[config.mk]
export PLATFORM = sky130hd
export DESIGN_NAME = cci_test_req_arb
export DESIGN_NICKNAME = d
export VERILOG_FILES = /design/src/rtl/cci_test_req_arb.sv
export SDC_FILE = /design/constraint.sdc
export NUM_CORES = 1
export LEC_CHECK = 0
export CAP_MARGIN = 40
export CORE_AREA = 3 3 534 536
export DETAILED_ROUTE_END_ITERATION = 6
export DIE_AREA = 0 0 537 539
export GPL_TIMING_DRIVEN = 0
export HOLD_SLACK_MARGIN = 0.05
export SLEW_MARGIN = 10
export SYNTH_ARGS = -nofsm -noshare
export SYNTH_HDL_FRONTEND = slang
export SYNTH_SLANG_ARGS = --single-unit
[constraint.sdc]
create_clock -name clk -period 7.2 [get_ports clk]
set_clock_uncertainty 0.15 [all_clocks]
set_input_delay 0.72 -clock clk [delete_from_list [all_inputs] [get_ports clk]]
set_output_delay 0.72 -clock clk [all_outputs]
set_load 0.1 [all_outputs]
[src/rtl/cci_test_req_arb.sv]
// N-client read-request arbiter: tags mdata with a client ID, round-robins under almost-full,
// caps per-client outstanding reads and routes responses back by tag. Option: CCI_TEST_ARB_STATS_EN.
module cci_test_req_arb #(
    parameter int NUM_CLIENTS     = 4,
    parameter int ADDR_W          = 42,
    parameter int CLIENT_MDATA_W  = 12,
    parameter int DATA_W          = 512,
    parameter int MAX_OUTSTANDING = 64,
    localparam int ID_W           = (NUM_CLIENTS > 1) ? $clog2(NUM_CLIENTS) : 1,
    localparam int MDATA_W        = CLIENT_MDATA_W + ID_W,
    localparam int CNT_W          = $clog2(MAX_OUTSTANDING + 1)
) (
    input  logic                                 clk,
    input  logic                                 reset,
    input  logic [NUM_CLIENTS-1:0]               req_valid,
    input  logic [NUM_CLIENTS*ADDR_W-1:0]        req_addr,
    input  logic [NUM_CLIENTS*CLIENT_MDATA_W-1:0] req_mdata,
    output logic [NUM_CLIENTS-1:0]               req_ready,
    input  logic                                 tx_almost_full,
    output logic                                 tx_valid,
    output logic [ADDR_W-1:0]                    tx_addr,
    output logic [MDATA_W-1:0]                   tx_mdata,
    input  logic                                 rx_valid,
    input  logic [MDATA_W-1:0]                   rx_mdata,
    input  logic [DATA_W-1:0]                    rx_data,
    output logic [NUM_CLIENTS-1:0]               rsp_valid,
    output logic [CLIENT_MDATA_W-1:0]            rsp_mdata,
    output logic [DATA_W-1:0]                    rsp_data,
    output logic [NUM_CLIENTS*CNT_W-1:0]         outstanding,
    output logic                                 err_rsp
`ifdef CCI_TEST_ARB_STATS_EN
    ,
    input  logic [ID_W-1:0]                      stat_sel,
    output logic [31:0]                          stat_grants,
    output logic [31:0]                          stat_stalls
`endif
);

    localparam logic [CNT_W-1:0] MAX_CNT       = CNT_W'(MAX_OUTSTANDING);
    localparam logic [ID_W:0]    NUM_CLIENTS_W = (ID_W + 1)'(NUM_CLIENTS);
    localparam logic [ID_W-1:0]  LAST_ID       = ID_W'(NUM_CLIENTS - 1);

    logic [NUM_CLIENTS-1:0] eligible;
    logic [NUM_CLIENTS-1:0] grant;
    logic                   grant_any;
    logic [ID_W-1:0]        grant_id;
    logic [ID_W-1:0]        rr_ptr_q;

    logic [ADDR_W-1:0]         sel_addr;
    logic [CLIENT_MDATA_W-1:0] sel_mdata;

    logic [ID_W-1:0]        rx_id;
    logic                   rx_id_ok;
    logic [NUM_CLIENTS-1:0] rsp_hit;
    logic [NUM_CLIENTS-1:0] rsp_zero;

    logic                      tx_valid_q;
    logic [ADDR_W-1:0]         tx_addr_q;
    logic [MDATA_W-1:0]        tx_mdata_q;
    logic [NUM_CLIENTS-1:0]    rsp_valid_q;
    logic [CLIENT_MDATA_W-1:0] rsp_mdata_q;
    logic [DATA_W-1:0]         rsp_data_q;
    logic                      err_q;
    logic                      err_d;

    // Round-robin scan starting just after the last granted client.
    always_comb begin
        int              scan_idx;
        logic [ID_W-1:0] cand;
        scan_idx  = 0;
        cand      = '0;
        grant     = '0;
        grant_any = 1'b0;
        grant_id  = '0;
        if (!reset && !tx_almost_full) begin
            for (int k = 1; k <= NUM_CLIENTS; k++) begin
                scan_idx = int'(rr_ptr_q) + k;
                if (scan_idx >= NUM_CLIENTS) begin
                    scan_idx = scan_idx - NUM_CLIENTS;
                end
                cand = ID_W'(scan_idx);
                if (!grant_any && eligible[cand]) begin
                    grant_any = 1'b1;
                    grant_id  = cand;
                end
            end
            if (grant_any) begin
                grant[grant_id] = 1'b1;
            end
        end
    end

    always_comb begin
        sel_addr  = '0;
        sel_mdata = '0;
        for (int i = 0; i < NUM_CLIENTS; i++) begin
            if (grant[i]) begin
                sel_addr  = req_addr[i*ADDR_W +: ADDR_W];
                sel_mdata = req_mdata[i*CLIENT_MDATA_W +: CLIENT_MDATA_W];
            end
        end
    end

    assign rx_id    = rx_mdata[MDATA_W-1 -: ID_W];
    assign rx_id_ok = ({1'b0, rx_id} < NUM_CLIENTS_W);

    always_comb begin
        rsp_hit = '0;
        for (int i = 0; i < NUM_CLIENTS; i++) begin
            rsp_hit[i] = rx_valid && rx_id_ok && (rx_id == ID_W'(i));
        end
    end

    genvar gi;
    generate
        for (gi = 0; gi < NUM_CLIENTS; gi++) begin : gen_client
            logic [CNT_W-1:0] cnt_q;
            logic [CNT_W-1:0] cnt_d;

            // A grant and a response for the same client cancel; a response never drops below 0.
            always_comb begin
                cnt_d = cnt_q;
                if (grant[gi] && !rsp_hit[gi]) begin
                    cnt_d = cnt_q + CNT_W'(1);
                end else if (!grant[gi] && rsp_hit[gi] && (cnt_q != '0)) begin
                    cnt_d = cnt_q - CNT_W'(1);
                end
            end

            always_ff @(posedge clk) begin
                if (reset) begin
                    cnt_q <= '0;
                end else begin
                    cnt_q <= cnt_d;
                end
            end

            assign eligible[gi]                     = req_valid[gi] && (cnt_q < MAX_CNT);
            assign rsp_zero[gi]                     = rsp_hit[gi] && (cnt_q == '0);
            assign outstanding[gi*CNT_W +: CNT_W]   = cnt_q;
        end
    endgenerate

    assign err_d = err_q | (rx_valid && !rx_id_ok) | (|rsp_zero);

    always_ff @(posedge clk) begin
        if (reset) begin
            tx_valid_q  <= 1'b0;
            rsp_valid_q <= '0;
            err_q       <= 1'b0;
            rr_ptr_q    <= LAST_ID;
        end else begin
            tx_valid_q  <= grant_any;
            rsp_valid_q <= rsp_hit;
            err_q       <= err_d;
            if (grant_any) begin
                rr_ptr_q <= grant_id;
            end
        end
    end

    // Payload registers carry no reset; qualified by the valid flags above.
    always_ff @(posedge clk) begin
        tx_addr_q   <= sel_addr;
        tx_mdata_q  <= {grant_id, sel_mdata};
        rsp_mdata_q <= rx_mdata[CLIENT_MDATA_W-1:0];
        rsp_data_q  <= rx_data;
    end

    assign req_ready = grant;
    assign tx_valid  = tx_valid_q;
    assign tx_addr   = tx_addr_q;
    assign tx_mdata  = tx_mdata_q;
    assign rsp_valid = rsp_valid_q;
    assign rsp_mdata = rsp_mdata_q;
    assign rsp_data  = rsp_data_q;
    assign err_rsp   = err_q;

`ifdef CCI_TEST_ARB_STATS_EN
    logic [NUM_CLIENTS-1:0][31:0] grant_cnt_all;
    logic [NUM_CLIENTS-1:0][31:0] stall_cnt_all;
    logic [31:0]                  stat_grants_q;
    logic [31:0]                  stat_stalls_q;

    generate
        for (gi = 0; gi < NUM_CLIENTS; gi++) begin : gen_stats
            logic [31:0] grant_cnt_q;
            logic [31:0] stall_cnt_q;

            always_ff @(posedge clk) begin
                if (reset) begin
                    grant_cnt_q <= '0;
                    stall_cnt_q <= '0;
                end else begin
                    if (grant[gi]) begin
                        grant_cnt_q <= grant_cnt_q + 32'd1;
                    end
                    if (req_valid[gi] && tx_almost_full) begin
                        stall_cnt_q <= stall_cnt_q + 32'd1;
                    end
                end
            end

            assign grant_cnt_all[gi] = grant_cnt_q;
            assign stall_cnt_all[gi] = stall_cnt_q;
        end
    endgenerate

    always_ff @(posedge clk) begin
        if (reset) begin
            stat_grants_q <= '0;
            stat_stalls_q <= '0;
        end else if ({1'b0, stat_sel} < NUM_CLIENTS_W) begin
            stat_grants_q <= grant_cnt_all[stat_sel];
            stat_stalls_q <= stall_cnt_all[stat_sel];
        end else begin
            stat_grants_q <= '0;
            stat_stalls_q <= '0;
        end
    end

    assign stat_grants = stat_grants_q;
    assign stat_stalls = stat_stalls_q;
`endif

endmodule

==> summary.txt, run 1 <==
Outcome
  • Status: complete, no violations

GRT
  • GR met2 Demand/Resource: 0.222
  • First-pass GRT wire length: 250 mm
  • Vias in the first global route: 20,627
  • Met1 Use GR: 0.143
  • Grt peak-use layer: met2
  • Global Route Usage Sum: 0.138
  • Largest net degree at the start of global routing: 14
  • Antenna violations before repair: 265
  • Grt ovf: 0
  • M3 GR Usage: 0.0835

Clocking
  • CTS clk-pin slew, worst paths: 0.06 ns
  • Deepest clock path buffer count: 4
  • CTS tree: done
  • Clock sink total: 616
  • TritonCTS buffer count: 96
  • H-tree lvl count: 3
  • Skew-Pair Late Insertion Delay: 0.75 ns
  • Number of hold buffers added after CTS: 0
  • Post-CTS sizing: 0
  • Root Driver: clkbuf_16
  • # Post-CTS Setup Buffers: 0

Place
  • DP Wirelength: 188 mm
  • Placed cells: 6,838
  • I/O Buffers: 1,365
  • Gpl congestion: 0.979

Routing
  • Iteration-0 DRC Markers: 1,191
  • # DRC: 0
  • Wire per inst: 29.4 um
  • Pre-Repair DR Iteration Count: 5
  • Final ANT Viol Nets: 0
  • Total Routed Length: 207 mm
  • Vias/cell: 2.80
  • Vias: 19,757

Worst setup path
  • CP Data Arrival Time: 3.75 ns
  • Crit start category: primary input
  • Critical path class: primary input to output pin
  • WP data required: 6.33 ns
  • Worst setup EP type: output pin
  • CP Max Fanout: 10

Run
  • Max-cap violation count: 0

Synth
  • Cells after synthesis: 1,187
  • Syn nets: 1,964
  • Post-synth top area share: 0.768
  • #FFs+latches synth: 616
  • Seq/Total Area, Yosys: 0.768
  • Netlist cell types: 67
  • Synth Flop Type: dfxtp_1
  • Post-synth top area cell: dfxtp_1
  • Asr flop ratio synth: 0
  • Largest cells by area after synthesis: dfxtp_1 77%, a311oi_1 2.9%, nand2_1 2.7%, a211oi_1 2.6%, and3_1 2.1%
  • Warnings, synthesis: 0
  • Count leader, synth: dfxtp_1
  • Commonest cells post-synth: 616 x dfxtp_1, 114 x nand2_1, 55 x a211oi_1, 55 x and3_1, 54 x a311oi_1
  • Post-synth EDFFs: 0
  • Synthesized area: 0.0161 mm2
  • Syn avg cell area: 13.5 um2

STA
  • Relative slew slack: 0.354
  • Slew @ Worst Pin: 0.962 ns
  • Minimum clock period: 4.62 ns
  • RSZ-0062 raised after global routing: no
  • FMAX: 0.217 GHz
  • Final Cycle Share: 0.641
  • Final Hold Viols: 0
  • Setup TNS: 0 ns
  • # setup viols final: 0
  • Max Slew Vio Count: 0

Floorplan
  • # rows: 195
  • Die area: 0.289 mm2
  • Initial core utilization: 0.0571
  • Die width: 537 um
  • Core ar.: 0.281 mm2
  • I/O pin count: 1,368
  • Die Span Y: 539 um

Finish
  • # nets final: 3,970
  • Share of cells above drive strength 1: 0.259
  • Layout Cells excl Fill: 7,050
  • Layout Area Growth over Synthesis: 215%

Power and ir drop
  • Worst vdd ir: 0.000208 V
  • PwrDens: 256 mW/mm2
  • LEAKAGE: 19.9 nW

Min path
  • Hold WC Path Type: primary input to flip-flop
==> registers in the layout (all words and copies together), names as in the netlist <==
name              flops
err_rsp               1
gen_client.cnt_q     28
rr_ptr_q              2
rsp_data            512
rsp_mdata            12
rsp_valid             4
tx_addr              42
tx_mdata             14
tx_valid              1
==> kinds of logic after synthesis <==
family,share of synthesized area
XOR/XNOR,0.00927
multiplexers,0.00725
flip-flops,0.768
buffers and inverters,0.0202
adder cells (fa/ha/maj),0.0229
AND/OR/NAND/NOR,0.0793
AO/OA/AOI/OAI,0.0930
==> metal layers <==
layer / wire [um] / part of all wire
met3: 28700 / 0.14
met5: 806 / 0.0039
met2: 92700 / 0.45
met1: 73700 / 0.36
met4: 11200 / 0.054
==> worst max-delay path, cell delays in order <==
cell and delay (ns):
clkdlybuf4s50_1 0.53, nor2b_1 0.25, o221a_4 0.25, or2_0 0.11, buf_2 0.17, buf_2 0.45, buf_1 0.42, nor2_1 0.10
clkdlybuf4s50_1 0.52, buf_16 0.20
==> cell type report <==
| cell class | count | area (um2) |
|---|---|---|
| fill | 30141 | 231000 |
| multi-input combinational | 500 | 3400 |
| clock inverter | 42 | 424 |
| sequential | 616 | 12300 |
| clock buffer | 127 | 2740 |
| inverter | 14 | 55.1 |
| antenna | 43 | 108 |
| tap | 3743 | 4680 |
| buffer | 57 | 270 |
| timing repair buffer | 1908 | 26600 |
==> cells in the final DEF, fill, tap and decap left out, types with 7 or more instances in the layout <==
cell type and count:
buf_16 419, a211oi_1 54, dfxtp_1 616, inv_1 10
diode_2 43, ha_1 23, xor2_1 9, a311oi_1 54
nor3_1 13, nor2_1 22, buf_8 116, o21ai_0 10
clkbuf_1 36, a21oi_1 28, clkbuf_8 20, o21bai_1 7
nand2_1 114, and3_1 55, clkbuf_16 97, buf_2 105
clkdlybuf4s50_1 1278, xnor2_1 8, nand3_1 10, buf_4 8
clkinvlp_4 14, clkinv_2 15, a21o_1 8
==> where the power goes <==
part           switching, mW  internal [mW]
Sequential             0.104           3.63
Clock                   1.92           2.88
Combinational           2.71           1.72
==> final timing paths <==
kind / from / cells after the start / slack, ns / end
max: req_valid[1] / 10 / 2.58 / req_ready[2]
min: rx_data[71] / 1 / 0.21 / rsp_data[71]
max reg2reg: gen_client[0].cnt_q[6] / 13 / 3.18 / gen_client[2].cnt_q[6]
min reg2reg: gen_client[1].cnt_q[4] / 2 / 0.37 / gen_client[1].cnt_q[4]
==> per-stage QoR <==
| stage | util | power, mW | setup WS (ns) | hold slack (ns) | instance area [um2] |
|---|---|---|---|---|---|
| after floorplan | - | 5.85 | 2.74 | 0.410 | 16100 |
| after global placement | 0.122 | 7.28 | 1.96 | 0.332 | 34400 |
| after detailed placement | 0.168 | 8.30 | 2.48 | 0.357 | 47400 |
| after CTS | 0.180 | 13.3 | 2.42 | 0.0857 | 50500 |
| after global routing | 0.180 | 13.5 | 2.38 | 0.130 | 50600 |
| final | 0.180 | 13.0 | 2.58 | 0.205 | 50600 |
Power figures use the tool's default switching activity.
==> run 2, diff against run 1 <==
clock period = 4.7 ns   (was 7.2 ns; I/O delays follow)
==> run 2 against run 1 <==
Against the previous run: core utilization up 1.9 points; count of clock-buffer cells in the layout unchanged; via count up 11%; critical path type is now flip-flop to output pin; critical endpoint unchanged; highest routed layer unchanged.
==> summary.txt, run 2 (synthesis results as in run 1) <==
STA
  • RSZ-0062 raised after global routing: no
  • Slew @ Worst Pin: 0.853 ns (-0.109 ns)
  • Worst hold margin: 0.137 ns (-0.0687 ns)
  • Final Cycle Share: 0.925
  • Final Hold Viols: 0 (unchanged)
  • Setup TNS: 0 ns (unchanged)
  • # setup viols final: 0 (unchanged)
  • Relative slew slack: 0.431 (+0.0771)
  • Max Slew Vio Count: 0 (unchanged)
  • FMAX: 0.230 GHz
  • Worst setup margin: 0.350 ns (-2.23 ns)
  • Minimum clock period: 4.35 ns

Worst setup path
  • Cell family with most CP delay: buffers and inverters
  • Reg-to-reg slack, setup: 0.77 ns (-2.41 ns)
  • Reg2Reg Depth: 13 (unchanged)
  • CP max stage delay: 0.52 ns (about the same)
  • Levels on crit path: 9 (-1)
  • Launching point of the worst reg2reg path: gen_client[0].cnt_q[6]
  • Critical path class: flip-flop to output pin
  • Reg2reg end: gen_client[2].cnt_q[6]
  • Critical path cell sequence: nor2b_2 > o221a_4 > or2_0 > buf_2 > buf_2 > buf_1 > nor2_1 > clkdlybuf4s50_1 > buf_16
  • Worst path slowest cell: clkdlybuf4s50_1
  • Critical path buffers and inverters: 5 (-1)
  • Most common cell on crit path: buf_2
  • WP data required: 4.08 ns (-2.25 ns)
  • CP Max Fanout: 10 (unchanged)
  • Worst setup EP type: output pin
  • Crit start category: flip-flop
  • CP Data Arrival Time: 3.73 ns (-0.02 ns)

GRT
  • Largest net degree at the start of global routing: 14 (unchanged)
  • Antenna violations before repair: 267 (+0.75%)
  • First-pass GRT wire length: 258 mm (+3.2%)
  • Global Route Usage Sum: 0.140 (+0.00191)
  • Grt ovf: 0 (unchanged)
  • Vias in the first global route: 23,360 (+13%)

Routing
  • Met2 WL: 93.1 mm (+0.50%)
  • Wl on met1: 81.4 mm (+10%)
  • Wire per inst: 27.6 um (-6.1%)
  • Total Routed Length: 210 mm (+1.3%)
  • Top sig layer: met5
  • Vias/cell: 2.88 (+2.7%)
  • Vias: 21,890 (+11%)
  • # DRC: 0 (unchanged)
  • WL met3: 22.1 mm (-23%)
  • Pre-Repair DR Iteration Count: 5 (unchanged)
  • Final ANT Viol Nets: 0 (unchanged)
  • Iteration-0 DRC Markers: 1,154 (-3.1%)

Place
  • Placed cells: 6,838 (unchanged)
  • Dpl ws: 0.338 ns (-2.15 ns)
  • I/O Buffers: 1,365 (unchanged)
  • DP Wirelength: 188 mm (unchanged)
  • Gpl congestion: 0.979 (unchanged)

Finish
  • Layout Area Growth over Synthesis: 249%
  • Layout Cells excl Fill: 7,606 (+7.9%)
  • Commonest non-fill, non-tap cells in the layout: 1,278 x clkdlybuf4s50_1, 616 x dfxtp_1, 528 x dlygate4sd3_1
  • # nets final: 4,498 (+13%)
  • Most common cell after layout, fill and taps aside: clkdlybuf4s50_1
  • # fillers: 29,821 (-1.1%)
  • Share of cells above drive strength 1: 0.223 (-0.0360)
  • Number of flip-flops in the largest register: 512 (unchanged)

Floorplan
  • Die area: 0.289 mm2 (unchanged)
  • Initial core utilization: 0.0571 (unchanged)
  • Core ar.: 0.281 mm2 (unchanged)
  • Die Span Y: 539 um (unchanged)
  • Die width: 537 um (unchanged)
  • I/O pin count: 1,368 (unchanged)
  • # rows: 195 (unchanged)

Clocking
  • H-tree lvl count: 3 (unchanged)
  • TritonCTS buffer count: 96 (unchanged)
  • Deepest clock path buffer count: 4 (unchanged)
  • CTS tree: done
  • Skew-Pair Late Insertion Delay: 0.76 ns (about the same)
  • # Post-CTS Setup Buffers: 0 (unchanged)
  • Root Driver: clkbuf_16
  • CTS clk-pin slew, worst paths: 0.06 ns (about the same)
  • Clock sink total: 616 (unchanged)

Min path
  • Hold WC Path Type: primary input to flip-flop
  • WHS Path Cells: 3 (+2)
  • Hold Path Origin: req_addr[44]
  • End of the worst hold path: tx_addr[2]

Run
  • Max-cap violation count: 0 (unchanged)

Power and ir drop
  • Worst vdd ir: 0.000282 V (+35%)
  • LEAKAGE: 22.1 nW (+11%)
  • Power, Total: 20.4 mW (+57%)
  • PwrDens: 364 mW/mm2 (+42%)

Outcome
  • Status: complete, no violations
run 2: cell count changes in the layout (fill, tap and decap cells not counted), sizes merged:
cell / before / now
dlygate4sd3: 0 / 528
diode: 43 / 71
run 2: cell type report:
cell class                      instances  area (um2)  share of cell area
Antenna cell                           71         178             0.00317
Buffer                                 57         270             0.00483
Clock buffer                          127        2740              0.0489
Clock inverter                         42         424             0.00757
Inverter                               14        55.1            0.000983
Multi-Input combinational cell        500        3400              0.0608
Sequential cell                       616       12300               0.220
Tap cell                             3743        4680              0.0836
Timing Repair Buffer                 2436       31900               0.570
run 2: timing repair:
action / 4_1_cts / 5_1_grt
hold endpoints to repair: 529 / 0
hold buffers: 528 / 0
resized for setup: 0 / 0
run 2: through the flow:
| step | util | area, um2 |
|---|---|---|
| after floorplan | - | 16100 |
| after global placement | 0.122 | 34400 |
| after detailed placement | 0.168 | 47400 |
| after CTS | 0.198 | 55800 |
| after global routing | 0.199 | 55900 |
| final | 0.199 | 56000 |
run 2: worst reg2reg max path, cell delays in order (launching register included):
cell      delay, ns
dfxtp_1        0.56
nor2b_2        0.14
o221a_4        0.26
or2_0          0.20
buf_2          0.16
nor3_4         0.35
inv_2          0.19
fa_1           0.45
a21o_1         0.21
a21oi_1        0.25
o21bai_1       0.10
a21oi_1        0.22
mux2i_1        0.24
mux2_1         0.33
run 2: metal layers:
layer | vias up | track usage
li1 | 9316 | -
met1 | 10082 | 0.160
met2 | 1685 | 0.224
met3 | 675 | 0.0594
met4 | 132 | 0.0651
met5 | - | 0
run 2: worst max path at each step:
stage,from,end,slack (ns)
2_1_floorplan,gen_client[3].cnt_q[6],gen_client[0].cnt_q[6],0.24
3_3_place_gp,tx_almost_full,tx_addr[10],-0.29
3_5_place_dp,req_valid[3],gen_client[2].cnt_q[6],0.34
4_1_cts,gen_client[0].cnt_q[6],req_ready[2],0.17
5_1_grt,gen_client[0].cnt_q[6],req_ready[2],0.13
6_report,gen_client[0].cnt_q[6],req_ready[2],0.35
run 2: power breakdown:
group	switching (mW)	internal [mW]	total, mW	leakage, nW
Clock	2.95	4.41	7.36	1.53
Combinational	4.37	2.93	7.30	15.4
Sequential	0.161	5.56	5.72	5.18
